`config.mk`:
```
export PLATFORM = sky130hd
export DESIGN_NAME = instr_mem
export DESIGN_NICKNAME = d
export VERILOG_FILES = /design/src/rtl/instr_mem.sv
export SDC_FILE = /design/constraint.sdc
export NUM_CORES = 1
export LEC_CHECK = 0
export CAP_MARGIN = 0
export CORE_MARGIN = 2
export CORE_UTILIZATION = 45
export CTS_BUF_LIST = sky130_fd_sc_hd__clkbuf_4 sky130_fd_sc_hd__clkbuf_8
export CTS_CLUSTER_DIAMETER = 80
export DETAILED_ROUTE_END_ITERATION = 8
export PLACE_DENSITY = 0.7
export SLEW_MARGIN = 30
export SYNTH_ARGS = -nofsm -noshare
export SYNTH_HDL_FRONTEND = slang
export SYNTH_SLANG_ARGS = --single-unit
```
`constraint.sdc`:
```
create_clock -name clk -period 13.9 [get_ports clk]
set_clock_uncertainty 0.2 [all_clocks]
set_input_delay 1.39 -clock clk [delete_from_list [all_inputs] [get_ports clk]]
set_output_delay 1.39 -clock clk [all_outputs]
set_load 0.02 [all_outputs]
```
`src/rtl/instr_mem.sv`:
```
// Eight-word instruction store with a registered fetch port and a word-serial reload port.
// Fetches return NOP while a load is in progress so the core never executes a half-written program.
module instr_mem #(
    parameter int                 ADDR_W   = 3,
    parameter int                 DATA_W   = 32,
    parameter logic [DATA_W-1:0]  NOP_WORD = '0
) (
    input  logic              clk,
    input  logic              rst,
    input  logic [ADDR_W-1:0] address,
    output logic [DATA_W-1:0] instruction,
    input  logic              load_start,
    input  logic              load_valid,
    input  logic [DATA_W-1:0] load_data,
    output logic              load_ready,
    output logic              loading,
    output logic              load_done,
    output logic [ADDR_W:0]   load_count
);

    localparam int                DEPTH    = 1 << ADDR_W;
    localparam logic [ADDR_W-1:0] LAST_PTR = ADDR_W'(DEPTH - 1);

    typedef enum logic {
        RUN  = 1'b0,
        LOAD = 1'b1
    } state_e;

    state_e              state_q, state_d;
    logic [ADDR_W-1:0]   wptr_q, wptr_d;
    logic [ADDR_W:0]     count_q, count_d;
    logic [DATA_W-1:0]   instr_q, instr_d;
    logic                done_q, done_d;
    logic                wr_en;
    logic [DATA_W-1:0]   mem_q [DEPTH];

    always_comb begin
        // NOTE: every comb output gets a default first so no path leaves it unassigned (no latches).
        state_d = state_q;
        wptr_d  = wptr_q;
        count_d = count_q;
        instr_d = NOP_WORD;
        done_d  = 1'b0;
        wr_en   = 1'b0;

        unique case (state_q)
            RUN: begin
                instr_d = mem_q[address];
                if (load_start) begin
                    state_d = LOAD;
                    wptr_d  = '0;
                    count_d = '0;
                end
            end
            LOAD: begin
                // A restart outranks any word offered in the same cycle.
                if (load_start) begin
                    wptr_d  = '0;
                    count_d = '0;
                end else if (load_valid) begin
                    wr_en   = 1'b1;
                    wptr_d  = wptr_q + ADDR_W'(1);
                    count_d = count_q + (ADDR_W+1)'(1);
                    if (wptr_q == LAST_PTR) begin
                        state_d = RUN;
                        done_d  = 1'b1;
                    end
                end
            end
            default: state_d = RUN;
        endcase
    end

    // NOTE: sequential state uses non-blocking assignments so all flops update from pre-edge values.
    always_ff @(posedge clk or posedge rst) begin
        if (rst) begin
            state_q <= RUN;
            wptr_q  <= '0;
            count_q <= '0;
            instr_q <= NOP_WORD;
            done_q  <= 1'b0;
        end else begin
            state_q <= state_d;
            wptr_q  <= wptr_d;
            count_q <= count_d;
            instr_q <= instr_d;
            done_q  <= done_d;
        end
    end

    // NOTE: the store is reset to NOP so no stale or partial program survives a reset; this forces flops, not RAM.
    always_ff @(posedge clk or posedge rst) begin
        if (rst) begin
            for (int i = 0; i < DEPTH; i++) begin
                mem_q[i] <= NOP_WORD;
            end
        end else if (wr_en) begin
            mem_q[wptr_q] <= load_data;
        end
    end

    assign instruction = instr_q;
    assign loading     = (state_q == LOAD);
    assign load_ready  = (state_q == LOAD);
    assign load_done   = done_q;
    assign load_count  = count_q;

endmodule

```
==> impl_results.html, run 1 <==
<table>
<tr><th>Metric</th><th>Value</th></tr>
<tr><th colspan="2">Synth</th></tr>
<tr><td>Total nets after synthesis</td><td>816</td></tr>
<tr><td>Seq cells post-synth</td><td>297</td></tr>
<tr><td>Unique masters post-synth</td><td>26</td></tr>
<tr><td>Gate count after technology mapping</td><td>about 770</td></tr>
<tr><td>Post-Syn Area</td><td>roughly 13,000 um^2</td></tr>
<tr><td>Avg Cell Area, Syn</td><td>between 15 and 20 um^2</td></tr>
<tr><td>Sequential cell area fraction in the yosys report</td><td>between 50 and 60%</td></tr>
<tr><td>Warnings from Yosys</td><td>0</td></tr>
<tr><th colspan="2">Detailed routing</th></tr>
<tr><td>Sum of routed wire length over all layers</td><td>24,700 um</td></tr>
<tr><td>Total via count in the routed design</td><td>6,824</td></tr>
<tr><td>Router iterations before antenna repair</td><td>4</td></tr>
<tr><td>Initial drt markers</td><td>around 410</td></tr>
<tr><td>Via density per instance</td><td>5.39</td></tr>
<tr><td>Remaining design rule violation count</td><td>0</td></tr>
<tr><td>Number of nets still failing antenna checks after routing</td><td>0</td></tr>
<tr><td>Avg WL per Cell</td><td>slightly below 20 um</td></tr>
<tr><th colspan="2">Power and ir drop</th></tr>
<tr><td>Power Density</td><td>around 140 nW/um^2</td></tr>
<tr><td>Worst VDD drop</td><td>between 0.06 and 0.07 mV</td></tr>
<tr><td>Reported leakage power</td><td>just under 7 nW</td></tr>
<tr><th colspan="2">Global route</th></tr>
<tr><td>Final global-route overflow total</td><td>0</td></tr>
<tr><td>M1 GR Usage</td><td>24.9%</td></tr>
<tr><td>Maximum number of pins on one net before global-route repair</td><td>144</td></tr>
<tr><td>Met2 routing resource usage after global routing</td><td>between 20 and 30%</td></tr>
<tr><td>Global Route Usage Sum</td><td>roughly 18%</td></tr>
<tr><td>Number of antenna violations at the first check in global routing</td><td>0</td></tr>
<tr><td>Wire length of the first global-routing pass</td><td>~40,000 um</td></tr>
<tr><td>GRT met3 Usage</td><td>between 3 and 4%</td></tr>
<tr><td>Via count of the first global-routing pass</td><td>between 7,000 and 8,000</td></tr>
<tr><td>Highest-utilization routing layer at the global route stage</td><td>met2</td></tr>
<tr><th colspan="2">CTS</th></tr>
<tr><td>Number of buffers inserted during clock tree synthesis</td><td>between 40 and 50</td></tr>
<tr><td>Cells resized by post-CTS repair</td><td>0</td></tr>
<tr><td>Clock root buffer</td><td>sky130_fd_sc_hd__clkbuf_8</td></tr>
<tr><td>Hold-fix buffers, CTS</td><td>0</td></tr>
<tr><td>Source-to-sink clock delay at the later pin of the worst-skew pair</td><td>~560 ps</td></tr>
<tr><td>Clock-pin slew reported for the worst setup and hold paths after clock tree synthesis</td><td>60 ps</td></tr>
<tr><td>Maximum number of buffers from clock root to sink</td><td>3</td></tr>
<tr><td>Clock sink count</td><td>297</td></tr>
<tr><td>TritonCTS clock tree</td><td>built</td></tr>
<tr><td>Post-CTS Setup Bufs</td><td>0</td></tr>
<tr><td>Number of H-tree branching levels</td><td>2</td></tr>
<tr><th colspan="2">STA</th></tr>
<tr><td>Final Hold Fails</td><td>0</td></tr>
<tr><td>Final WS setup</td><td>9920 ps</td></tr>
<tr><td>Tightest Pin Transition</td><td>around 930 ps</td></tr>
<tr><td>Worst slew margin relative to its limit</td><td>between 30% and 40%</td></tr>
<tr><td>Number of max-slew violations in the final report</td><td>0</td></tr>
<tr><td>Max Fclk</td><td>251 MHz</td></tr>
<tr><td>Final hold slack</td><td>about 290 ps</td></tr>
<tr><td>Final period util</td><td>28.6%</td></tr>
<tr><td>Minimum clock period</td><td>roughly 4000 ps</td></tr>
<tr><td>Final setup viols</td><td>0</td></tr>
<tr><td>Fin Setup TNS</td><td>0 ps</td></tr>
<tr><td>RSZ-0062 raised after global routing</td><td>false</td></tr>
<tr><th colspan="2">Worst setup path</th></tr>
<tr><td>Startpoint types</td><td>flop</td></tr>
<tr><td>FF-to-FF Start</td><td>load_ready</td></tr>
<tr><td>Nature of the critical path endpoint</td><td>primary output</td></tr>
<tr><td>Crit Path Max Fanout</td><td>26</td></tr>
<tr><td>Register-to-Register Setup Slack</td><td>between 10,000 and 15,000 ps</td></tr>
<tr><td>R2r endpoint</td><td>mem_q[44]</td></tr>
<tr><td>Type of the worst setup path</td><td>flop to primary output</td></tr>
<tr><td>Endpoint arrival time on the critical path</td><td>2390 ps</td></tr>
<tr><td>Worst EP required</td><td>roughly 12,000 ps</td></tr>
<tr><td>Worst r2r path cells</td><td>4</td></tr>
<tr><td>Worst setup path startpoint</td><td>load_ready</td></tr>
<tr><th colspan="2">Hold path</th></tr>
<tr><td>Worst hold path stage count</td><td>1</td></tr>
<tr><td>Class of the tightest hold or removal check</td><td>flop to flop</td></tr>
<tr><td>Hold EP</td><td>mem_q[197]</td></tr>
<tr><td>Hold wc startpoint</td><td>mem_q[197]</td></tr>
<tr><th colspan="2">Floorplan</th></tr>
<tr><td>Horizontal die dimension</td><td>between 150 and 200 um</td></tr>
<tr><td>Num ports</td><td>approximately 80</td></tr>
<tr><td>FP Rows</td><td>61</td></tr>
<tr><td>Placeable core region</td><td>between 20,000 and 30,000 um^2</td></tr>
<tr><td>Die area</td><td>roughly 30,000 um^2</td></tr>
<tr><td>Die height</td><td>around 170 um</td></tr>
<tr><td>Initial core utilization</td><td>between 40 and 50%</td></tr>
<tr><th colspan="2">Placed design</th></tr>
<tr><td>Gpl congestion</td><td>about 0.65</td></tr>
<tr><td>Quantity of I/O buffers inserted on ports</td><td>77</td></tr>
<tr><td>HPWL after detailed placement</td><td>about 14,000 um</td></tr>
<tr><td>Worst setup slack before clock tree synthesis</td><td>between 9000 and 10,000 ps</td></tr>
<tr><th colspan="2">Finish</th></tr>
<tr><td>Diodes inserted</td><td>0</td></tr>
<tr><td>Fraction of the core area covered by cells at the end of the flow</td><td>between 50% and 60%</td></tr>
<tr><td>Proportion of layout cells with a drive suffix above 1</td><td>approximately 44%</td></tr>
<tr><td>Final net count</td><td>between 900 and 1,000</td></tr>
<tr><td>Synthesis-to-finish area growth</td><td>16.1%</td></tr>
<tr><th colspan="2">Flow run</th></tr>
<tr><td>MaxCap Viol Count</td><td>0</td></tr>
<tr><th colspan="2">Status</th></tr>
<tr><td>Outcome</td><td>complete, no violations</td></tr>
</table>
routing by layer:
layer / vias to the layer above / share of wire, %
met5: - / 0
met4: 0 / 1.7
met3: 39 / 4.0
met2: 110 / 48
met1: 3646 / 47
li1: 3029 / -
worst max path at each step:
stage | end | cells past startpoint
6_report | load_ready | 2
3_5_place_dp | mem_q[15] | 4
5_1_grt | load_ready | 2
3_3_place_gp | mem_q[107] | 4
4_1_cts | load_ready | 2
2_1_floorplan | instruction[0] | 1
cell type report:
| cell class | instances | area (um^2) |
|---|---|---|
| clock buffers | 75 | 920 |
| well taps | 378 | 473 |
| clock inverters | 3 | 20.0 |
| repair buffers | 88 | 851 |
| inverters | 1 | 16.3 |
| multi-input cells | 425 | 5090 |
| flip-flops and latches | 297 | 7430 |
| fillers | 2255 | 13100 |
registers in the layout, indices dropped and copies added (netlist names):
name and count:
load_done 1, load_ready 1, instruction 32, mem_q 256, load_count 4, wptr_q 3
layout by cell type (no fill, tap or decap), types with 2 or more instances in the layout:
master,netlist,final
sky130_fd_sc_hd__ha_1,3,3
sky130_fd_sc_hd__mux2_2,224,224
sky130_fd_sc_hd__clkinvlp_4,0,2
sky130_fd_sc_hd__nand3_1,7,5
sky130_fd_sc_hd__and4bb_2,2,2
sky130_fd_sc_hd__nor2_1,36,35
sky130_fd_sc_hd__clkbuf_4,0,18
sky130_fd_sc_hd__buf_4,11,11
sky130_fd_sc_hd__nand2_1,9,6
sky130_fd_sc_hd__buf_6,0,2
sky130_fd_sc_hd__clkdlybuf4s50_1,0,74
sky130_fd_sc_hd__mux2_1,32,32
sky130_fd_sc_hd__a21oi_1,4,4
sky130_fd_sc_hd__mux4_2,64,64
sky130_fd_sc_hd__xor2_1,3,3
sky130_fd_sc_hd__mux2i_1,32,32
sky130_fd_sc_hd__dfrtp_1,297,296
sky130_fd_sc_hd__clkbuf_8,0,57
sky130_fd_sc_hd__nand2_4,0,3
sky130_fd_sc_hd__nand3_2,1,3
Yosys cell counts:
master                     count  share of area, %
sky130_fd_sc_hd__nor3b_2       1             0.098
sky130_fd_sc_hd__buf_2        32               1.3
sky130_fd_sc_hd__mux4_2       64                11
sky130_fd_sc_hd__nor4b_4       1              0.19
sky130_fd_sc_hd__a21o_1        1             0.059
sky130_fd_sc_hd__xor2_1        3              0.21
sky130_fd_sc_hd__dfrtp_1     297                58
sky130_fd_sc_hd__nand2_1       9              0.26
sky130_fd_sc_hd__clkbuf_1      6              0.18
sky130_fd_sc_hd__a21oi_1       4              0.16
sky130_fd_sc_hd__inv_1         1             0.029
sky130_fd_sc_hd__o21ai_0       1             0.039
sky130_fd_sc_hd__nor2b_1       1             0.049
sky130_fd_sc_hd__or3_1         1             0.049
sky130_fd_sc_hd__mux2_2      224                20
sky130_fd_sc_hd__buf_1         2             0.059
sky130_fd_sc_hd__buf_4        11              0.65
sky130_fd_sc_hd__nor2_1       36               1.1
sky130_fd_sc_hd__mux2_1       32               2.8
sky130_fd_sc_hd__nand3_1       7              0.27
sky130_fd_sc_hd__mux2i_1      32               2.5
sky130_fd_sc_hd__nand4b_1      1             0.069
sky130_fd_sc_hd__and4bb_2      2              0.20
sky130_fd_sc_hd__ha_1          3              0.29
sky130_fd_sc_hd__nand3_2       1             0.078
sky130_fd_sc_hd__nor3b_1       1             0.059
where the power goes:
part	switching (mW)	total (mW)	internal (mW)
Combinational	0.0956	0.261	0.166
Clock	0.324	0.739	0.415
Sequential	0.0554	1.04	0.985
Total	0.475	2.04	1.57
worst max-delay path, stage by stage (launching register included):
cell,delay (ps)
sky130_fd_sc_hd__dfrtp_2,700
sky130_fd_sc_hd__buf_4,450
sky130_fd_sc_hd__clkdlybuf4s50_1,680
logic make-up after synthesis:
kind of cell	share of synthesized area, %
xor+xnor	0.206
buf+inv	2.17
mux	36.4
flops	58.3
simple gates	2.38
compound gates	0.255
fa+ha+maj	0.294
metrics by stage:
| step | power (mW) | instance area (um^2) | cells |
|---|---|---|---|
| after floorplan | 1.25 | 12800 | 774 |
| after global placement | 1.31 | 13800 | 1189 |
| after detailed placement | 1.32 | 13900 | 1189 |
| final | 2.04 | 14800 | 1267 |
| after global routing | 2.15 | 14800 | 1267 |
| after CTS | 2.07 | 14800 | 1267 |
(Power assumes the default switching activity.)
==> run 2: changes to the inputs <==
--- a/config.mk
+++ b/config.mk
@@ -11,7 +11,7 @@
 export CTS_BUF_LIST = sky130_fd_sc_hd__clkbuf_4 sky130_fd_sc_hd__clkbuf_8
 export CTS_CLUSTER_DIAMETER = 80
 export DETAILED_ROUTE_END_ITERATION = 8
-export PLACE_DENSITY = 0.7
+export PLACE_DENSITY = 0.73
 export SLEW_MARGIN = 30
 export SYNTH_ARGS = -nofsm -noshare
 export SYNTH_HDL_FRONTEND = slang
==> constraint.sdc (replaced) <==
create_clock -name clk -period 3.5 [get_ports clk]
set_clock_uncertainty 0.2 [all_clocks]
set_input_delay 0.35 -clock clk [delete_from_list [all_inputs] [get_ports clk]]
set_output_delay 0.35 -clock clk [all_outputs]
set_load 0.02 [all_outputs]
==> run 2 against run 1 <==
Via count rose by 1.2%; first-iteration DRC count fell by 39%; final area rose by 2.4%; sequential share of layout area fell by 1.2 points; critical endpoint is now loading; flip-flop and latch count did not move; largest power group unchanged.
==> impl_results.html, run 2 (same netlist as run 1, synthesis figures left out) <==
<table>
<tr><th>Metric</th><th>Value</th></tr>
<tr><th colspan="2">Floorplan</th></tr>
<tr><td>Initial core utilization</td><td>45.8%</td></tr>
<tr><td>Num ports</td><td>between 70 and 80</td></tr>
<tr><td>Die height</td><td>172 um</td></tr>
<tr><td>Die area</td><td>~30,000 um^2</td></tr>
<tr><td>Placeable core region</td><td>27,900 um^2</td></tr>
<tr><td>Horizontal die dimension</td><td>172 um</td></tr>
<tr><td>FP Rows</td><td>about 60</td></tr>
<tr><th colspan="2">CTS</th></tr>
<tr><td>Maximum number of buffers from clock root to sink</td><td>3</td></tr>
<tr><td>TritonCTS clock tree</td><td>built</td></tr>
<tr><td>Clock root buffer</td><td>sky130_fd_sc_hd__clkbuf_8</td></tr>
<tr><td>Cells resized by post-CTS repair</td><td>0</td></tr>
<tr><td>Post-CTS Setup Bufs</td><td>0</td></tr>
<tr><td>Clock-pin slew reported for the worst setup and hold paths after clock tree synthesis</td><td>60 ps</td></tr>
<tr><td>Clock sink count</td><td>slightly below 300</td></tr>
<tr><td>Hold-fix buffers, CTS</td><td>0</td></tr>
<tr><td>Number of H-tree branching levels</td><td>2</td></tr>
<tr><td>Source-to-sink clock delay at the later pin of the worst-skew pair</td><td>approximately 560 ps</td></tr>
<tr><td>Number of buffers inserted during clock tree synthesis</td><td>50</td></tr>
<tr><th colspan="2">STA</th></tr>
<tr><td>RSZ-0062 raised after global routing</td><td>false</td></tr>
<tr><td>Worst slew margin relative to its limit</td><td>a little under half</td></tr>
<tr><td>Final Hold Fails</td><td>0</td></tr>
<tr><td>Final setup viols</td><td>0</td></tr>
<tr><td>Tightest Pin Transition</td><td>between 700 and 800 ps</td></tr>
<tr><td>Fin Setup TNS</td><td>0 ps</td></tr>
<tr><td>Final period util</td><td>between 70% and 80%</td></tr>
<tr><td>Number of max-slew violations in the final report</td><td>0</td></tr>
<tr><td>Minimum clock period</td><td>around 2700 ps</td></tr>
<tr><td>Max Fclk</td><td>around 360 MHz</td></tr>
<tr><th colspan="2">Worst setup path</th></tr>
<tr><td>Startpoint types</td><td>flop</td></tr>
<tr><td>Type of the worst setup path</td><td>flop to primary output</td></tr>
<tr><td>Endpoint arrival time on the critical path</td><td>2200 ps</td></tr>
<tr><td>Nature of the critical path endpoint</td><td>primary output</td></tr>
<tr><td>Worst EP required</td><td>about 3000 ps</td></tr>
<tr><td>Crit Path Max Fanout</td><td>42</td></tr>
<tr><td>Register-to-Register Setup Slack</td><td>1320 ps</td></tr>
<tr><th colspan="2">Finish</th></tr>
<tr><td>Final net count</td><td>between 900 and 1,000</td></tr>
<tr><td>Commonest cells after routing, fill and taps aside</td><td>296 x sky130_fd_sc_hd__dfrtp_1, 224 x sky130_fd_sc_hd__mux2_2, 74 x sky130_fd_sc_hd__clkdlybuf4s50_1, 65 x sky130_fd_sc_hd__clkbuf_8, 64 x sky130_fd_sc_hd__mux4_2</td></tr>
<tr><td>Diodes inserted</td><td>0</td></tr>
<tr><td>Final cell count without fillers</td><td>about 1,300</td></tr>
<tr><td>Most common cell after layout, fill and taps aside</td><td>sky130_fd_sc_hd__dfrtp_1</td></tr>
<tr><td>Proportion of layout cells with a drive suffix above 1</td><td>45.9%</td></tr>
<tr><td>Synthesis-to-finish area growth</td><td>18.9%</td></tr>
<tr><td>Register with the most flip-flops</td><td>mem_q</td></tr>
<tr><td>Fraction of the core area covered by cells at the end of the flow</td><td>between 50 and 60%</td></tr>
<tr><td>Flip-flop count of the largest register after layout</td><td>256</td></tr>
<tr><th colspan="2">Global route</th></tr>
<tr><td>Via count of the first global-routing pass</td><td>between 7,000 and 8,000</td></tr>
<tr><td>Number of antenna violations at the first check in global routing</td><td>1</td></tr>
<tr><td>Final global-route overflow total</td><td>0</td></tr>
<tr><td>Global Route Usage Sum</td><td>a little under a fifth</td></tr>
<tr><td>Wire length of the first global-routing pass</td><td>approximately 42,000 um</td></tr>
<tr><td>Maximum number of pins on one net before global-route repair</td><td>75</td></tr>
<tr><th colspan="2">Placed design</th></tr>
<tr><td>HPWL after detailed placement</td><td>between 10,000 and 15,000 um</td></tr>
<tr><td>Quantity of I/O buffers inserted on ports</td><td>between 70 and 80</td></tr>
<tr><td>Gpl congestion</td><td>between 0.6 and 0.7</td></tr>
<tr><td>Number of cells in the design after placement</td><td>1,202</td></tr>
<tr><th colspan="2">Flow run</th></tr>
<tr><td>MaxCap Viol Count</td><td>0</td></tr>
<tr><th colspan="2">Power and ir drop</th></tr>
<tr><td>Clock share of power</td><td>38.5%</td></tr>
<tr><td>Net switching component of the power</td><td>slightly below 2 mW</td></tr>
<tr><td>Switching power as a share of total power</td><td>23.5%</td></tr>
<tr><td>Logic gate share of total power</td><td>about an eighth</td></tr>
<tr><td>Overall power after layout</td><td>between 8 and 9 mW</td></tr>
<tr><td>Sequential Power Share</td><td>48.9%</td></tr>
<tr><td>Worst VDD drop</td><td>0.309 mV</td></tr>
<tr><td>Power Density</td><td>approximately 560 nW/um^2</td></tr>
<tr><td>Power Internal</td><td>about 6.5 mW</td></tr>
<tr><td>Reported leakage power</td><td>between 7 and 8 nW</td></tr>
<tr><th colspan="2">Detailed routing</th></tr>
<tr><td>Via density per instance</td><td>~5.3</td></tr>
<tr><td>Number of nets still failing antenna checks after routing</td><td>0</td></tr>
<tr><td>Remaining design rule violation count</td><td>0</td></tr>
<tr><td>Router iterations before antenna repair</td><td>4</td></tr>
<tr><td>Initial drt markers</td><td>250</td></tr>
<tr><td>Total via count in the routed design</td><td>slightly below 7,000</td></tr>
<tr><td>Sum of routed wire length over all layers</td><td>between 20,000 and 30,000 um</td></tr>
<tr><td>Avg WL per Cell</td><td>approximately 19 um</td></tr>
<tr><th colspan="2">Status</th></tr>
<tr><td>Outcome</td><td>complete, no violations</td></tr>
<tr><th colspan="2">Hold path</th></tr>
<tr><td>Class of the tightest hold or removal check</td><td>primary input to asynchronous set/reset pin</td></tr>
</table>
run 2: cell count changes in the layout (fill, tap and decap cells not counted):
cell / change
sky130_fd_sc_hd__buf_12: +11
sky130_fd_sc_hd__buf_4: +4
sky130_fd_sc_hd__buf_6: -2
sky130_fd_sc_hd__clkbuf_4: +3
sky130_fd_sc_hd__clkbuf_8: +8
sky130_fd_sc_hd__clkinv_2: +2
sky130_fd_sc_hd__clkinv_8: -1
sky130_fd_sc_hd__inv_6: +2
sky130_fd_sc_hd__nand2_2: +3
sky130_fd_sc_hd__nand2_4: -3
run 2: routing by layer:
metal  vias to the layer above  global-route usage, %  share of wire, %
met5                         -                      0             0.048
met4                         2                   5.33               1.7
met3                        36                   3.39               3.5
met2                       108                   30.2                49
met1                      3680                   25.0                46
li1                       3077                      -                 -
run 2: area by class of cell:
type,instances,area [um^2]
Clock buffer,86,1050
Fill cell,2278,12700
Inverter,1,7.51
Timing Repair Buffer,101,1080
Tap cell,378,473
Multi-Input combinational cell,425,5080
Clock inverter,6,40.0
Sequential cell,297,7430
run 2: stage by stage:
| step | setup slack (ps) | hold slack [ps] | cell area [um^2] |
|---|---|---|---|
| after floorplan | -995 | 259 | 12800 |
| after global placement | 697 | 269 | 14100 |
| after detailed placement | 648 | 277 | 14100 |
| after CTS | 678 | 74.1 | 15200 |
| after global routing | 633 | 111 | 15200 |
| final | 752 | 81.5 | 15200 |
run 2: final timing paths:
path / to / cells past startpoint / from
max reg2reg: mem_q[249] / 4 / wptr_q[0]
min reg2reg: mem_q[216] / 1 / mem_q[216]
max: loading / 2 / load_ready
max in group asynchronous: mem_q[241] / 4 / rst
min in group clk: instruction[23] / 3 / address[0]
min: load_done / 2 / rst
run 2: worst max-delay path, stage by stage (launching register included):
cell and delay [ps]:
sky130_fd_sc_hd__dfrtp_2 400, sky130_fd_sc_hd__buf_4 500, sky130_fd_sc_hd__clkdlybuf4s50_1 720
run 2: power groups by stage:
stage | clock, mW | sequential (mW) | combinational, mW
2_1_floorplan | 0 | 4.12 | 0.845
5_1_grt | 3.53 | 4.20 | 1.16
3_5_place_dp | 0 | 4.20 | 1.08
4_1_cts | 3.34 | 4.14 | 1.08
3_3_place_gp | 0 | 4.18 | 1.04
6_report | 3.26 | 4.14 | 1.06
